===== src/rtl/aes_pkg.sv =====
// Shared constants and types for the AES-128 inverse-cipher controller slice.
package aes_pkg;

  localparam int AES_NR     = 10;
  localparam int AES_BLK_W  = 128;
  localparam int AES_ADDR_W = 4;
  localparam int AES_LAT_W  = 3;

  typedef enum logic [1:0] {
    IDLE  = 2'd0,
    ISSUE = 2'd1,
    FINAL = 2'd2,
    DONE  = 2'd3
  } dec_ctrl_state_t;

endpackage


===== src/rtl/aes_rnd_timer.sv =====
// Round counter (NR down to 1) paired with a per-round latency counter.
// step marks the cycle in which the datapath result is valid for capture.
module aes_rnd_timer
  import aes_pkg::*;
#(
  parameter int NR      = AES_NR,
  parameter int RND_LAT = 2,
  parameter int ADDR_W  = AES_ADDR_W
) (
  input  logic              clk,
  input  logic              rst,
  input  logic              start,
  input  logic              en,
  output logic [ADDR_W-1:0] rnd,
  output logic              step,
  output logic              last
);

  localparam logic [AES_LAT_W-1:0] LAT_MAX  = AES_LAT_W'(RND_LAT - 1);
  localparam logic [ADDR_W-1:0]    RND_INIT = ADDR_W'(NR);

  logic [AES_LAT_W-1:0] lat_cnt;

  assign step = en && (lat_cnt == LAT_MAX);
  assign last = step && (rnd == ADDR_W'(1));

  // NOTE: sequential state uses non-blocking assignments so every register
  // samples pre-edge values, independent of block ordering.
  always_ff @(posedge clk or posedge rst) begin
    if (rst) begin
      rnd     <= RND_INIT;
      lat_cnt <= '0;
    end else if (start) begin
      rnd     <= RND_INIT;
      lat_cnt <= '0;
    end else if (step) begin
      lat_cnt <= '0;
      if (rnd != '0) rnd <= rnd - ADDR_W'(1);
    end else if (en) begin
      lat_cnt <= lat_cnt + AES_LAT_W'(1);
    end
  end

endmodule


===== src/rtl/aes_dec_ctrl.sv =====
// Iterative AES-128 inverse-cipher sequencer: time-shares one dec_round
// datapath over all rounds and applies the closing AddRoundKey(key 0) itself.
module aes_dec_ctrl
  import aes_pkg::*;
#(
  parameter int NR      = AES_NR,
  parameter int RND_LAT = 2,
  parameter int ADDR_W  = AES_ADDR_W
) (
  input  logic                 clk,
  input  logic                 rst,
  input  logic                 in_valid,
  output logic                 in_ready,
  input  logic [AES_BLK_W-1:0] in_data,
  output logic                 out_valid,
  input  logic                 out_ready,
  output logic [AES_BLK_W-1:0] out_data,
  output logic [ADDR_W-1:0]    key_addr,
  input  logic [AES_BLK_W-1:0] rkey,
  output logic [AES_BLK_W-1:0] rnd_din,
  output logic [ADDR_W-1:0]    rnd_addr,
  output logic                 rnd_mix_bypass,
  input  logic [AES_BLK_W-1:0] rnd_dout,
  output logic                 busy
);

  dec_ctrl_state_t      state;
  logic [AES_BLK_W-1:0] blk_q;
  logic [ADDR_W-1:0]    rnd;
  logic                 step;
  logic                 last;
  logic                 start;
  logic                 in_issue;

  assign in_issue = (state == ISSUE);
  assign start    = (state == IDLE) && in_valid && in_ready;

  aes_rnd_timer #(
    .NR      (NR),
    .RND_LAT (RND_LAT),
    .ADDR_W  (ADDR_W)
  ) u_timer (
    .clk   (clk),
    .rst   (rst),
    .start (start),
    .en    (in_issue),
    .rnd   (rnd),
    .step  (step),
    .last  (last)
  );

  // Datapath drive is zero outside ISSUE; FINAL reads key 0 for the closing XOR.
  assign key_addr       = in_issue ? rnd : '0;
  assign rnd_addr       = key_addr;
  assign rnd_din        = in_issue ? blk_q : '0;
  assign rnd_mix_bypass = in_issue && (rnd == ADDR_W'(NR));

  always_ff @(posedge clk or posedge rst) begin
    if (rst) begin
      state     <= IDLE;
      blk_q     <= '0;
      in_ready  <= 1'b1;
      out_valid <= 1'b0;
      out_data  <= '0;
      busy      <= 1'b0;
    end else begin
      case (state)
        IDLE: begin
          if (start) begin
            blk_q    <= in_data;
            in_ready <= 1'b0;
            busy     <= 1'b1;
            state    <= ISSUE;
          end
        end
        ISSUE: begin
          if (step) begin
            blk_q <= rnd_dout;
            if (last) state <= FINAL;
          end
        end
        FINAL: begin
          out_data  <= blk_q ^ rkey;
          out_valid <= 1'b1;
          state     <= DONE;
        end
        DONE: begin
          if (out_ready) begin
            out_valid <= 1'b0;
            in_ready  <= 1'b1;
            busy      <= 1'b0;
            state     <= IDLE;
          end
        end
        default: begin
          out_valid <= 1'b0;
          in_ready  <= 1'b1;
          busy      <= 1'b0;
          state     <= IDLE;
        end
      endcase
    end
  end

endmodule

===== config.mk =====
export PLATFORM = sky130hd
export DESIGN_NAME = aes_dec_ctrl
export DESIGN_NICKNAME = d
export VERILOG_FILES = /design/src/rtl/aes_pkg.sv /design/src/rtl/aes_rnd_timer.sv /design/src/rtl/aes_dec_ctrl.sv
export SDC_FILE = /design/constraint.sdc
export NUM_CORES = 1
export LEC_CHECK = 0
export ABC_CLOCK_PERIOD_IN_PS = 24000
export BUFFER_PORTS_ARGS = -buffer_cell sky130_fd_sc_hd__buf_2
export CORE_AREA = 5 5 254 256
export DETAILED_ROUTE_END_ITERATION = 8
export DIE_AREA = 0 0 259 261
export PLACE_DENSITY = 0.47
export SYNTH_ARGS = -nofsm -noshare
export SYNTH_HDL_FRONTEND = slang
export SYNTH_HIERARCHICAL = 1
export SYNTH_SLANG_ARGS = --single-unit

===== constraint.sdc =====
create_clock -name clk -period 24 [get_ports clk]
set_input_delay 4.8 -clock clk [delete_from_list [all_inputs] [get_ports clk]]
set_output_delay 4.8 -clock clk [all_outputs]
set_load 0.005 [all_outputs]

==> metrics.txt <==
run status=complete, no violations; Hold-fix buffers, CTS=0; antenna violations before repair=4; Slew @ Worst Pin=1.04 ns; Hold Crit Class=register to register; # port buffers=655; Rows=92; gr busiest metal=met2; die width=259 um; Post-CTS Resized=0; DRC=0; Startpoint Class=register; WL final=46700 um; flops & latches, synth=268; Layout area overhead=35.0%; Clock transition at path regs=0.06 ns; CP Data Required Time=19.20 ns; CP arrival=3.23 ns; Synth Instances=1179; vias per cell=4.02; critical path class=register to primary output; Post-Syn Nets=1576; final max-slew violation count=0; die height=261 um; CTS root buffer=clkbuf_16; Switch Pwr=0.964 mW; Combinational Power Share=48.0%; power share of the clock group=18.7%; # setup viols final=0; minimum clock period=8.03 ns; Int Power=1.68 mW; final worst slack=15.97 ns; nets@finish=2200; RSZ-0062 raised after global routing=false; pwr dens=139 nW/um2; Netlist cell types=37; TritonRoute pass-1 iters=4; Seq/Total Area, Yosys=47.5%; register share of total power=33.4%; Achievable Freq=0.125 GHz; Syn Area/Cell=12.0 um2; H-tree levels=2; GRT overflow=0; antenna-violating nets left=0; met1 usage=15.4%; via count=10725; Rel. slew slack=30.4%; CP max FO=87; Non-Filler Instances=2669; crit end category=primary output; final hold viol count=0; clock latency on the worst-skew pair=0.52 ns; placed insts=2612; Die ar.=67600 um2; Sum Neg Setup Slack=0 ns; Initial DRC Count=368; io pins=656; Clock Path Buffers=3; largest net degree at the start of global routing=191; maxcap violations=0; DR WL/cell=17.5 um; Max VDD drop=0.0000718 V; total track usage=12.9%; Clock Skews=0.0130 ns; mapped cell area=14100 um2; met3 usage=2.70%; Core Area=62300 um2; Switching Fraction=36.5%; Syn. warnings=6; vias in the first global route=11379; worst slack at placement=16.42 ns; CTS Buf Count=35; post-CTS setup buffer count=0; CTS tree=yes; clk sinks=268; routability congestion estimate=0.822; first-pass GRT wire length=68700 um; crit share post-route=33.5%; global routing met2 resource utilization=23.0%; hpwl dp=35600 um; share of layout cells above drive strength 1=52.8%; Starting Density=22.7%; Leakage=9.04 nW
## cell usage in the layout (no fill, tap or decap), types with 3 or more instances in the layout
master     netlist  layout
a21oi_1        131     131
and2_1         132     132
buf_2           14     655
buf_4            8       7
clkbuf_1        36       9
clkbuf_16        0      37
clkinv_2         0       4
dfrtp_1        265     265
dfstp_2          3       3
ha_1             9       7
inv_1           12      11
mux2_1          13      13
mux2_2         124     124
mux2_4         120     120
mux2i_1          3       3
nor2_1         135     135
o21ai_0          5       5
xnor2_1        129     129
## worst max-delay path, cell delays in order (launching register included)
cell and delay, ns:
dfrtp_1 0.43, inv_1 0.15, ha_4 0.79, buf_4 0.78
and2_1 0.25, buf_2 0.12
## power by group through the flow
stage / logic, mW / clock network [mW] / registers, mW
after global routing: 1.39 / 0.528 / 0.916
after global placement: 1.27 / 0 / 0.892
after CTS: 1.30 / 0.516 / 0.888
after detailed placement: 1.29 / 0 / 0.890
final: 1.27 / 0.493 / 0.883
after floorplan: 0.923 / 0 / 0.844
## state kept, by name, summed over array words and instances (netlist names)
| name | flops |
|---|---|
| blk_q | 128 |
| busy | 1 |
| in_ready | 1 |
| out_data | 128 |
| out_valid | 1 |
| state | 2 |
| u_timer/lat_cnt | 3 |
| u_timer/rnd | 4 |
## Yosys cell counts (all sizes together)
cell type,number,area share (%)
nand3b,1,0.053
clkbuf,36,0.96
o311ai,1,0.062
mux2,257,24
ha,9,0.80
buf,40,3.1
mux2i,3,0.21
and3b,1,0.062
dfrtp,265,47
nor3,1,0.035
and3,2,0.089
or3,1,0.044
o2bb2ai,1,0.062
dfstp,3,0.56
o21ai,7,0.25
a2111oi,1,0.062
nor4,1,0.044
nand2,2,0.053
and2,132,5.8
a21oi,131,4.6
a21boi,1,0.13
a221o,1,0.071
a221oi,1,0.11
inv,12,0.32
nor3b,1,0.053
nor2,136,3.6
and4bb,1,0.089
xnor2,129,8.0
nand3,2,0.071
## routing by layer
layer  vias to the layer above  share of wire (%)
met1                      5127                 40
met5                         -                  0
met3                        70                5.5
li1                       5206                  -
met2                       322                 52
met4                         0                2.6
## path summary, 6_finish.rpt
kind | from | endpoint | slack (ns) | cells past startpoint
min in group asynchronous | rst | u_timer/lat_cnt[1] | 4.33 | 2
max in group asynchronous | rst | out_data[83] | 17.17 | 4
max | state[1] | rnd_din[39] | 15.97 | 5
max reg2reg | state[1] | blk_q[37] | 19.70 | 9
min | out_valid | out_valid | 0.51 | 1
min reg2reg | out_valid | out_valid | 0.51 | 1
## cell families (layout without fill, tap and decap cells)
family                   Yosys count  count (layout)  synth area share [%]
AND/OR/NAND/NOR                  281             281                  10.1
flip-flops                       268             268                  47.5
multiplexers                     260             260                  23.9
AO/OA/AOI/OAI                    144             144                  5.39
XOR/XNOR                         129             129                  8.00
buffers and inverters             88             730                  4.33
adder cells (fa/ha/maj)            9               9                 0.797
other                              0               2                     0
## through the flow
| stage | hold WS, ns | cell area (um2) | total power, mW | util [%] |
|---|---|---|---|---|
| after floorplan | 0.494 | 14100 | 1.77 | - |
| after global placement | 0.502 | 18000 | 2.16 | 28.9 |
| after detailed placement | 0.501 | 18000 | 2.18 | 28.9 |
| after CTS | 0.518 | 19100 | 2.70 | 30.6 |
| after global routing | 0.538 | 19100 | 2.83 | 30.6 |
| final | 0.510 | 19100 | 2.64 | 30.6 |
## area by class of cell
type | instances | area (um2)
Fill cell | 6547 | 43200
Timing Repair Buffer | 663 | 3350
Multi-Input combinational cell | 823 | 6830
Antenna cell | 2 | 5.00
Inverter | 12 | 52.6
Sequential cell | 268 | 6710
Clock inverter | 7 | 67.6
Tap cell | 846 | 1060
Clock buffer | 48 | 987
Power figures use the tool's default switching activity.
